## src/rtl/cpu_seq_pkg.sv

```systemverilog
// Shared definitions for the multi-cycle RV32I sequencer: state encodings,
// major-opcode constants (instr[6:2]) and trap-cause codes.
package cpu_seq_pkg;

  typedef enum logic [2:0] {
    ST_FETCH  = 3'd0,
    ST_DECODE = 3'd1,
    ST_EXEC   = 3'd2,
    ST_MEM    = 3'd3,
    ST_WB     = 3'd4,
    ST_TRAP   = 3'd7
  } state_t;

  localparam logic [4:0] OP_LUI    = 5'b01101;
  localparam logic [4:0] OP_AUIPC  = 5'b00101;
  localparam logic [4:0] OP_JAL    = 5'b11011;
  localparam logic [4:0] OP_JALR   = 5'b11001;
  localparam logic [4:0] OP_BRANCH = 5'b11000;
  localparam logic [4:0] OP_LOAD   = 5'b00000;
  localparam logic [4:0] OP_STORE  = 5'b01000;
  localparam logic [4:0] OP_OPIMM  = 5'b00100;
  localparam logic [4:0] OP_OP     = 5'b01100;

  localparam logic [1:0] CAUSE_NONE    = 2'd0;
  localparam logic [1:0] CAUSE_ILLEGAL = 2'd1;
  localparam logic [1:0] CAUSE_IMEM_TO = 2'd2;
  localparam logic [1:0] CAUSE_DMEM_TO = 2'd3;

  // True for the nine major opcodes this core executes.
  function automatic logic is_legal_op(input logic [4:0] op);
    logic ok;
    ok = 1'b0;
    case (op)
      OP_LUI, OP_AUIPC, OP_JAL, OP_JALR, OP_BRANCH,
      OP_LOAD, OP_STORE, OP_OPIMM, OP_OP: ok = 1'b1;
      default: ok = 1'b0;
    endcase
    return ok;
  endfunction

endpackage

```

## src/rtl/cpu_seq_ctrl_wdog.sv

```systemverilog
// Memory-wait watchdog: a clearable, saturating 16-bit cycle counter.
// expire fires in the cycle where one more un-acked wait would reach TIMEOUT.
import cpu_seq_pkg::*;

module seq_wdog #(
  parameter int TIMEOUT = 255
) (
  input  logic clk,
  input  logic rst,
  input  logic clr,
  input  logic inc,
  output logic expire
);

  localparam logic [15:0] LIMIT = 16'(TIMEOUT - 1);

  logic [15:0] cnt_q;

  // Count waiting cycles; clear on reset or whenever the owner changes state.
  always_ff @(posedge clk) begin
    if (rst || clr) begin
      cnt_q <= '0;
    end else if (inc && (cnt_q != 16'hFFFF)) begin
      cnt_q <= cnt_q + 16'd1;
    end
  end

  assign expire = inc && (cnt_q >= LIMIT);

endmodule

```

## src/rtl/cpu_seq_ctrl.sv

```systemverilog
// Multi-cycle sequencer: FETCH -> DECODE -> EXEC -> [MEM] -> [WB] -> FETCH.
// Owns the imem/dmem request handshakes, the ir/pc/rf write-enable pulses,
// trap detection and the instret/cycles counters.
//
// Handshake: a request (imem_req in FETCH, dmem_req in MEM) is held high
// every cycle until the matching ack is seen in the same cycle; the request
// drops the cycle after the ack. Acks seen while no request is up are ignored.
import cpu_seq_pkg::*;

module cpu_seq_ctrl #(
  parameter int CNT_W   = 32,
  parameter int TIMEOUT = 255
) (
  input  logic             clk,
  input  logic             rst,
  output logic             imem_req,
  input  logic             imem_ack,
  output logic             dmem_req,
  output logic             dmem_we,
  input  logic             dmem_ack,
  input  logic [4:0]       dec_op,
  input  logic             dec_regwr,
  input  logic             dec_memtoreg,
  input  logic             dec_memwr,
  output logic             ir_we,
  output logic             pc_we,
  output logic             rf_we,
  output logic             trap,
  output logic [1:0]       trap_cause,
  output logic [2:0]       state,
  output logic [CNT_W-1:0] instret,
  output logic [CNT_W-1:0] cycles
);

  state_t           state_q, state_d;
  logic             retire;
  logic [1:0]       cause_d;
  logic [1:0]       cause_q;
  logic             ir_we_q, pc_we_q, rf_we_q;
  logic [CNT_W-1:0] instret_q, cycles_q;
  logic             wdog_inc, wdog_clr, wdog_expire;

  // Waits are counted only while a request is outstanding and unanswered.
  assign wdog_inc = ((state_q == ST_FETCH) && !imem_ack) ||
                    ((state_q == ST_MEM)   && !dmem_ack);
  assign wdog_clr = (state_d != state_q);

  seq_wdog #(.TIMEOUT(TIMEOUT)) u_wdog (
    .clk    (clk),
    .rst    (rst),
    .clr    (wdog_clr),
    .inc    (wdog_inc),
    .expire (wdog_expire)
  );

  // State register.
  always_ff @(posedge clk) begin
    if (rst) begin
      state_q <= ST_FETCH;
    end else begin
      state_q <= state_d;
    end
  end

  // Next-state logic; an ack always beats a watchdog expiry in the same cycle.
  always_comb begin
    state_d = state_q;
    retire  = 1'b0;
    cause_d = CAUSE_NONE;
    case (state_q)
      ST_FETCH: begin
        if (imem_ack) begin
          state_d = ST_DECODE;
        end else if (wdog_expire) begin
          state_d = ST_TRAP;
          cause_d = CAUSE_IMEM_TO;
        end
      end
      ST_DECODE: begin
        if (is_legal_op(dec_op)) begin
          state_d = ST_EXEC;
        end else begin
          state_d = ST_TRAP;
          cause_d = CAUSE_ILLEGAL;
        end
      end
      ST_EXEC: begin
        if (dec_memtoreg || dec_memwr) begin
          state_d = ST_MEM;
        end else if (dec_regwr) begin
          state_d = ST_WB;
        end else begin
          state_d = ST_FETCH;
          retire  = 1'b1;
        end
      end
      ST_MEM: begin
        if (dmem_ack) begin
          if (dec_memwr) begin
            state_d = ST_FETCH;
            retire  = 1'b1;
          end else begin
            state_d = ST_WB;
          end
        end else if (wdog_expire) begin
          state_d = ST_TRAP;
          cause_d = CAUSE_DMEM_TO;
        end
      end
      ST_WB: begin
        state_d = ST_FETCH;
        retire  = 1'b1;
      end
      ST_TRAP: state_d = ST_TRAP;
      default: state_d = ST_FETCH;
    endcase
  end

  // One-cycle write-enable pulses, registered from the transition that
  // causes them: ir_we lands in DECODE, rf_we/pc_we together in WB, and the
  // pc_we of a branch or store lands in the following FETCH cycle.
  always_ff @(posedge clk) begin
    if (rst) begin
      ir_we_q <= 1'b0;
      pc_we_q <= 1'b0;
      rf_we_q <= 1'b0;
    end else begin
      ir_we_q <= (state_q == ST_FETCH) && imem_ack;
      rf_we_q <= (state_d == ST_WB);
      pc_we_q <= (state_d == ST_WB) || (retire && (state_q != ST_WB));
    end
  end

  // Trap cause is captured once on entry and held until reset.
  always_ff @(posedge clk) begin
    if (rst) begin
      cause_q <= CAUSE_NONE;
    end else if ((state_q != ST_TRAP) && (state_d == ST_TRAP)) begin
      cause_q <= cause_d;
    end
  end

  // Performance counters, both free-running modulo 2^CNT_W.
  always_ff @(posedge clk) begin
    if (rst) begin
      instret_q <= '0;
      cycles_q  <= '0;
    end else begin
      if (retire) begin
        instret_q <= instret_q + CNT_W'(1);
      end
      if (state_q != ST_TRAP) begin
        cycles_q <= cycles_q + CNT_W'(1);
      end
    end
  end

  assign imem_req   = (state_q == ST_FETCH) && !rst;
  assign dmem_req   = (state_q == ST_MEM) && !rst;
  assign dmem_we    = (state_q == ST_MEM) && dec_memwr && !rst;
  assign ir_we      = ir_we_q && !rst;
  assign pc_we      = pc_we_q && !rst;
  assign rf_we      = rf_we_q && !rst;
  assign trap       = (state_q == ST_TRAP);
  assign trap_cause = cause_q;
  assign state      = state_q;
  assign instret    = instret_q;
  assign cycles     = cycles_q;

endmodule
```

## config.mk

```make
export PLATFORM = sky130hd
export DESIGN_NAME = cpu_seq_ctrl
export DESIGN_NICKNAME = d
export VERILOG_FILES = /design/src/rtl/cpu_seq_pkg.sv /design/src/rtl/cpu_seq_ctrl_wdog.sv /design/src/rtl/cpu_seq_ctrl.sv
export SDC_FILE = /design/constraint.sdc
export NUM_CORES = 1
export LEC_CHECK = 0
export CORE_MARGIN = 10
export CORE_UTILIZATION = 47
export DETAILED_ROUTE_END_ITERATION = 10
export GPL_TIMING_DRIVEN = 0
export PLACE_DENSITY = 0.76
export SLEW_MARGIN = 10
export SYNTH_ARGS = -nofsm -noshare
export SYNTH_HDL_FRONTEND = slang
export SYNTH_HIERARCHICAL = 1
export SYNTH_SLANG_ARGS = --single-unit
```

## constraint.sdc

```tcl
create_clock -name clk -period 3 [get_ports clk]
set_input_delay 0.6 -clock clk [delete_from_list [all_inputs] [get_ports clk]]
set_output_delay 0.6 -clock clk [all_outputs]
set_load 0.05 [all_outputs]
```

# Word level (Yosys, flattened, before mapping)
# Memories as Yosys holds them, arrays and structs flattened.
# Cells that the tools add are included.
dict set report word_totals {
  register_bits 88
  latchBits 0
  ramBits 0
  mem_bits_ro 32
  in_bits 12
  output_inout_bits 76
  word_cells 66
  mem_count 1
}
# name depth word_bits rd rd_clocked_by_memory_dff write_ports line_no
set memory_table {}
lappend memory_table {{(no name shown)} 32 1 1 0 0 cpu_seq_pkg.sv:33} ;# case (op)
dict set report classes {
  n_addsub 3
  multipliers 0
  div_mod_pow 0
  order_cmp 1
  n_eq_ne 11
  shifts 0
  muxes 20
  bitwise_logic 0
  n_reduce_logical 22
}
# op count
set ops {}
lappend ops {{adder 32 x 1 -> 32 bit (second input constant)} 2}
lappend ops {{two-way mux 3 bit} 7}
lappend ops {{adder 16 x 1 -> 16 bit (second input constant)} 1}
lappend ops {{greater-or-equal comparator 16 x 8 -> 1 bit (second input constant)} 1}
lappend ops {{inequality test 16 bit (second input constant)} 1}
lappend ops {{one-hot mux 3 bit (5 select lines)} 1}
lappend ops {{logical AND 1 bit} 14}
lappend ops {{equality test 3 bit (second input constant)} 4}
lappend ops {{two-way mux 2 bit} 4}
lappend ops {{equality test 3 x 2 -> 1 bit (second input constant)} 2}
lappend ops {{two-way mux 1 bit} 6}
lappend ops {{inequality test 3 bit (second input constant)} 2}
lappend ops {{one-hot mux 2 bit (3 select lines)} 1}
lappend ops {{logical OR 1 bit} 4}
lappend ops {{equality test 3 x 1 -> 1 bit (second input constant)} 1}
lappend ops {{logical NOT 1 bit} 3}
lappend ops {{logical NOT 3 bit} 1}
lappend ops {{inequality test 3 bit} 1}
lappend ops {{one-hot mux 1 bit (3 select lines)} 1}

# Depth between registers and ports, before layout
dict set report depth {
  depth_word 9
  mapped_depth 16
  ltp_nobuf 14
}

# Hierarchy
# The synthesis kept the hierarchy.
# module instances cells_per_inst area_each_um2 seq_area_each_um2
set by_module_without_submodules {}
lappend by_module_without_submodules {cpu_seq_ctrl 1 446 3656.0 1441.4}
lappend by_module_without_submodules {seq_wdog 1 110 905.9 320.3}

# Worst setup path after synthesis
# Ideal clock, no wire load.
dict set report synth_timing {
  kind {reg2reg}
  from {reg state_q[1] (netlist: state[1])}
  to {reg u_wdog.cnt_q[5]}
  setup_ns 0.091
  arrival_time_ns 3.167
  t_required_ns 2.909
  slack_ns -0.258
  path_stages_with_launch 16
  path_buffers 3
  period_less_slack_ns 3.258
  path_cell_list {dfxtp_1 > clkbuf_1 > nand2_1 > o22a_1 > nor2_1 > buf_4 > inv_1 > a31oi_1 > nor2_1 > o22a_1 > o22ai_1 > nand2b_1 > a32oi_1 > or2_2 > buf_2 > a311oi_1}
}
dict set report synth_via {
  elab_chain_len 9
  word_cells_on_any_way 16
  cone_classes {eq/ne (5); mux (4); reduce/logical (7)}
}
# item line_no
set synth_lines {}
lappend synth_lines {{from (decl)} cpu_seq_ctrl.sv:35} ;# state_t state_q, state_d;
lappend synth_lines {{from (signal assigned)} cpu_seq_ctrl.sv:61} ;# state_q <= state_d;
lappend synth_lines {{equality test 3 x 2 -> 1 bit or logical NOT 3 bit (tied branches)} {cpu_seq_ctrl.sv:45, cpu_seq_ctrl.sv:44}}
lappend synth_lines {{logical AND 1 bit (on tied branches)} {cpu_seq_ctrl.sv:45, cpu_seq_ctrl.sv:44}}
lappend synth_lines {{logical OR 1 bit (*)} cpu_seq_ctrl.sv:44} ;# assign wdog_inc = ((state_q == ST_FETCH) && !imem_ack) ||
lappend synth_lines {{via wdog_inc} cpu_seq_ctrl.sv:41} ;# logic wdog_inc, wdog_clr, wdog_expire;
lappend synth_lines {{logical AND 1 bit (*)} cpu_seq_ctrl_wdog.sv:28} ;# assign expire = inc && (cnt_q >= LIMIT);
lappend synth_lines {{via wdog_expire} cpu_seq_ctrl.sv:41}
lappend synth_lines {{two-way mux 3 bit (*)} {cpu_seq_ctrl.sv:74, cpu_seq_ctrl.sv:105}}
lappend synth_lines {{two-way mux 3 bit (on tied branches)} {cpu_seq_ctrl.sv:98, cpu_seq_ctrl.sv:72}}
lappend synth_lines {{one-hot mux 3 bit (5 select lines) (*)} cpu_seq_ctrl.sv:70} ;# case (state_q)
lappend synth_lines {{inequality test 3 bit (*)} cpu_seq_ctrl.sv:46} ;# assign wdog_clr = (state_d != state_q);
lappend synth_lines {{via wdog_clr} cpu_seq_ctrl.sv:41}
lappend synth_lines {{logical OR 1 bit (*)} cpu_seq_ctrl_wdog.sv:21} ;# if (rst || clr) begin
lappend synth_lines {{to (signal assigned)} cpu_seq_ctrl_wdog.sv:24} ;# cnt_q <= cnt_q + 16'd1;
lappend synth_lines {{to (decl)} cpu_seq_ctrl_wdog.sv:17} ;# logic [15:0] cnt_q;
# The timed path passes the listed nets; every way through them passes the cells marked *.
# A chain may end at the register's enable or synchronous reset.

# Worst setup path in the final report
dict set report layout_timing {
  from {in rst}
  to {out ir_we}
}
dict set report layout_via {
  elab_chain_len 2
}
# item line_no
set layout_lines {}
lappend layout_lines {{from (decl)} cpu_seq_ctrl.sv:15} ;# input logic rst,
lappend layout_lines {{logical NOT 1 bit} cpu_seq_ctrl.sv:161} ;# assign ir_we = ir_we_q && !rst;
lappend layout_lines {{logical AND 1 bit} cpu_seq_ctrl.sv:161}
lappend layout_lines {{to (decl)} cpu_seq_ctrl.sv:25} ;# output logic ir_we,
# No other way between the ends.

==> metrics.txt <==
status completed; # Max-Cap Violations 0; wire per inst 15.91 µm; Final Setup Violations 0; Yosys warnings 6; WP data required 2400 ps; fill count 831; die area 14050 µm²; most frequent cells in the layout 86 x dfxtp_1, 78 x clkdlybuf4s50_1, 66 x nor2_1; post-synth cell types 69; slew margin rel. 53.04%; Root Driver clkbuf_8; Post-Route WL 12.60 mm; core box area 9328 µm²; CTS tree built; clock buffer count from CTS 9; maximum clock frequency 345.8 MHz; Flop pwr share 42.3%; FFs w/ async S/R, synth 0%; hold_buf cts 0; total iterations of the first detailed-routing run 5; Placement Rows 35; DR iter-0 viols 296; grt total ovfl 0; syn_nets 572; Internal 1.959 mW; gp weighted congestion 0.8857; Crit Path Class input pin to primary output; GRT Total Usage 17.21%; Period Utilization, post-route 96.40%; RSZ-0062 raised after global routing true; die height 118.5 µm; final non-filler cell total 792; Cell Area, Synth 4562 µm²; die width 118.5 µm; Yosys top cell area share 38.62%; Worst Path Arrival 2290 ps; final hold viol count 0; syn avg cell area 8.205 µm²; Final Max Tran Viols 0; Inst Count DP 771; CTS sink cnt 88; Setup crit end kind primary output; Vias 4598; diodes inserted 0; clk_lat worst skew 350 ps; worst-path maximum fanout 10; worst hold path type flip-flop to flip-flop; power per cell area 504.3 nW/µm²; prevailing post-synth register cell dfxtp_1; Final ANT Viol Nets 0; EDFF count, synth 0; instance count of the mapped netlist 556; switching share of power 34.66%; Setup WS pre-CTS -658.7 ps; vias in the first global route 4373; initial antenna violation count 0; global-route wire length before repair 21.25 mm; routed vias/inst 5.806; switching power 1.039 mW; final setup margin 108.1 ps; clock slew seen by the registers of the worst setup and hold paths 80 ps; Comb pwr share 29.1%; Clock Skews 11.62 ps; largest net degree at the start of global routing 16; Period minus WS final 2892 ps; area delta synth->final 30.33%; DR DRC count 0; Detailed Place HPWL 9.297 mm; nets 674; Pleak 2.009 nW; num ports 88; share of cells above drive strength 1 9.804%; area leader, netlist dfxtp_1; register area share after synthesis 38.62%; Clk network pwr share 28.6%; port bufs 86; Tightest Pin Transition 698.0 ps; Area contributors post-synth dfxtp_1 39%, nor2_1 5.5%, xnor2_1 4.6%; Longest Clk Path Bufs 2; Initial Utilization 48.91%; commonest non-fill, non-tap cell in the layout dfxtp_1; Seq cells post-synth 88; Critical Path Start Type input pin; H-tree depth 3; maximum vdd drop 0.0006005 V
metal layers:
layer / routed length (µm) / global-route usage (%) / vias to the layer above
met2: 5937 / 27.59 / 175
met1: 5611 / 22.21 / 2162
met5: 0 / 0 / -
li1: - / - / 2247
met4: 131 / 4.885 / 0
met3: 925 / 4.522 / 14
path summary, 6_finish.rpt:
path,start,to,slack [ps],cells after the start
worst min register to register,trap_cause[1],trap_cause[1],490,1
worst max-delay path,rst,ir_we,110,5
worst min-delay path,trap_cause[1],trap_cause[1],490,1
worst max register to register,state[0],u_wdog/cnt_q[3],110,14
metrics by stage:
stage | setup TNS, ps | util, % | hold slack (ps) | cell area [µm²] | power (mW)
after floorplan | 0 | - | 484.3 | 4566 | 1.787
after global placement | -7622 | 59.91 | 467.8 | 5588 | 1.983
after detailed placement | -8797 | 59.91 | 461.6 | 5588 | 1.991
after CTS | -22.07 | 62.62 | 488.3 | 5841 | 2.899
after global routing | -303.7 | 63.74 | 514.2 | 5946 | 3.134
final | 0 | 63.74 | 492.0 | 5946 | 2.998
registers in the layout, summed over array words and instances, names as in the netlist:
name / flops
trap_cause: 2
u_wdog/cnt_q: 16
state: 3
rf_we_q: 1
instret: 32
pc_we_q: 1
cycles: 32
ir_we_q: 1
cell families after synthesis:
| logic type | Yosys count | synth area share [%] |
|---|---|---|
| and+or+nand+nor | 256 | 30.36 |
| adders and majority gates | 4 | 1.097 |
| muxes | 1 | 0.2194 |
| DFF | 88 | 38.62 |
| buffers and inverters | 48 | 4.827 |
| AOI/OAI and AO/OA | 119 | 17.20 |
| xor gates and xnor gates | 40 | 7.680 |
critical path, cell delays in order:
cell and delay, ps:
clkdlybuf4s50_1 550, clkbuf_1 320, clkbuf_2 310, nor2b_1 80, dlygate4sd2_1 430
cells in the mapped netlist (7+ instances only):
cell type and count:
nor2b_1 10, and4_1 7, nand4_1 20, o21ai_0 26, a21oi_1 36, nor4_1 14
nor2_1 67, o31ai_1 7, or4_1 7, xnor2_1 24, inv_1 18, clkbuf_1 18
and3_1 7, or3_1 19, nand2_1 26, o2111ai_1 10, xor2_1 16, nand3_1 30
dfxtp_1 88, nor3_1 17
power by group through the flow:
stage	clock, mW	sequential (mW)	combinational (mW)
floorplan	0	1.37	0.418
global placement	0	1.29	0.695
detailed placement	0	1.29	0.702
CTS	0.876	1.26	0.761
global route	0.921	1.27	0.937
finish	0.858	1.27	0.873
cell type report:
type	count	area (µm²)	area share (%)
Tap cell	129	161.4	2.715
Sequential cell	88	1767	29.71
Clock inverter	5	65.06	1.094
Inverter	18	67.56	1.136
Multi-Input combinational cell	420	2679	45.05
Clock buffer	11	141.4	2.378
Timing Repair Buffer	91	903.4	15.19
Buffer	30	161.4	2.715
repair_timing:
item / 4_1_cts / 5_1_grt
setup endpoints to repair: 20 / 18
pin swaps: 2 / 3
resized for setup: 13 / 19
buffers inserted: 1 / 4
Note: power is estimated with default switching activity, not from simulation.
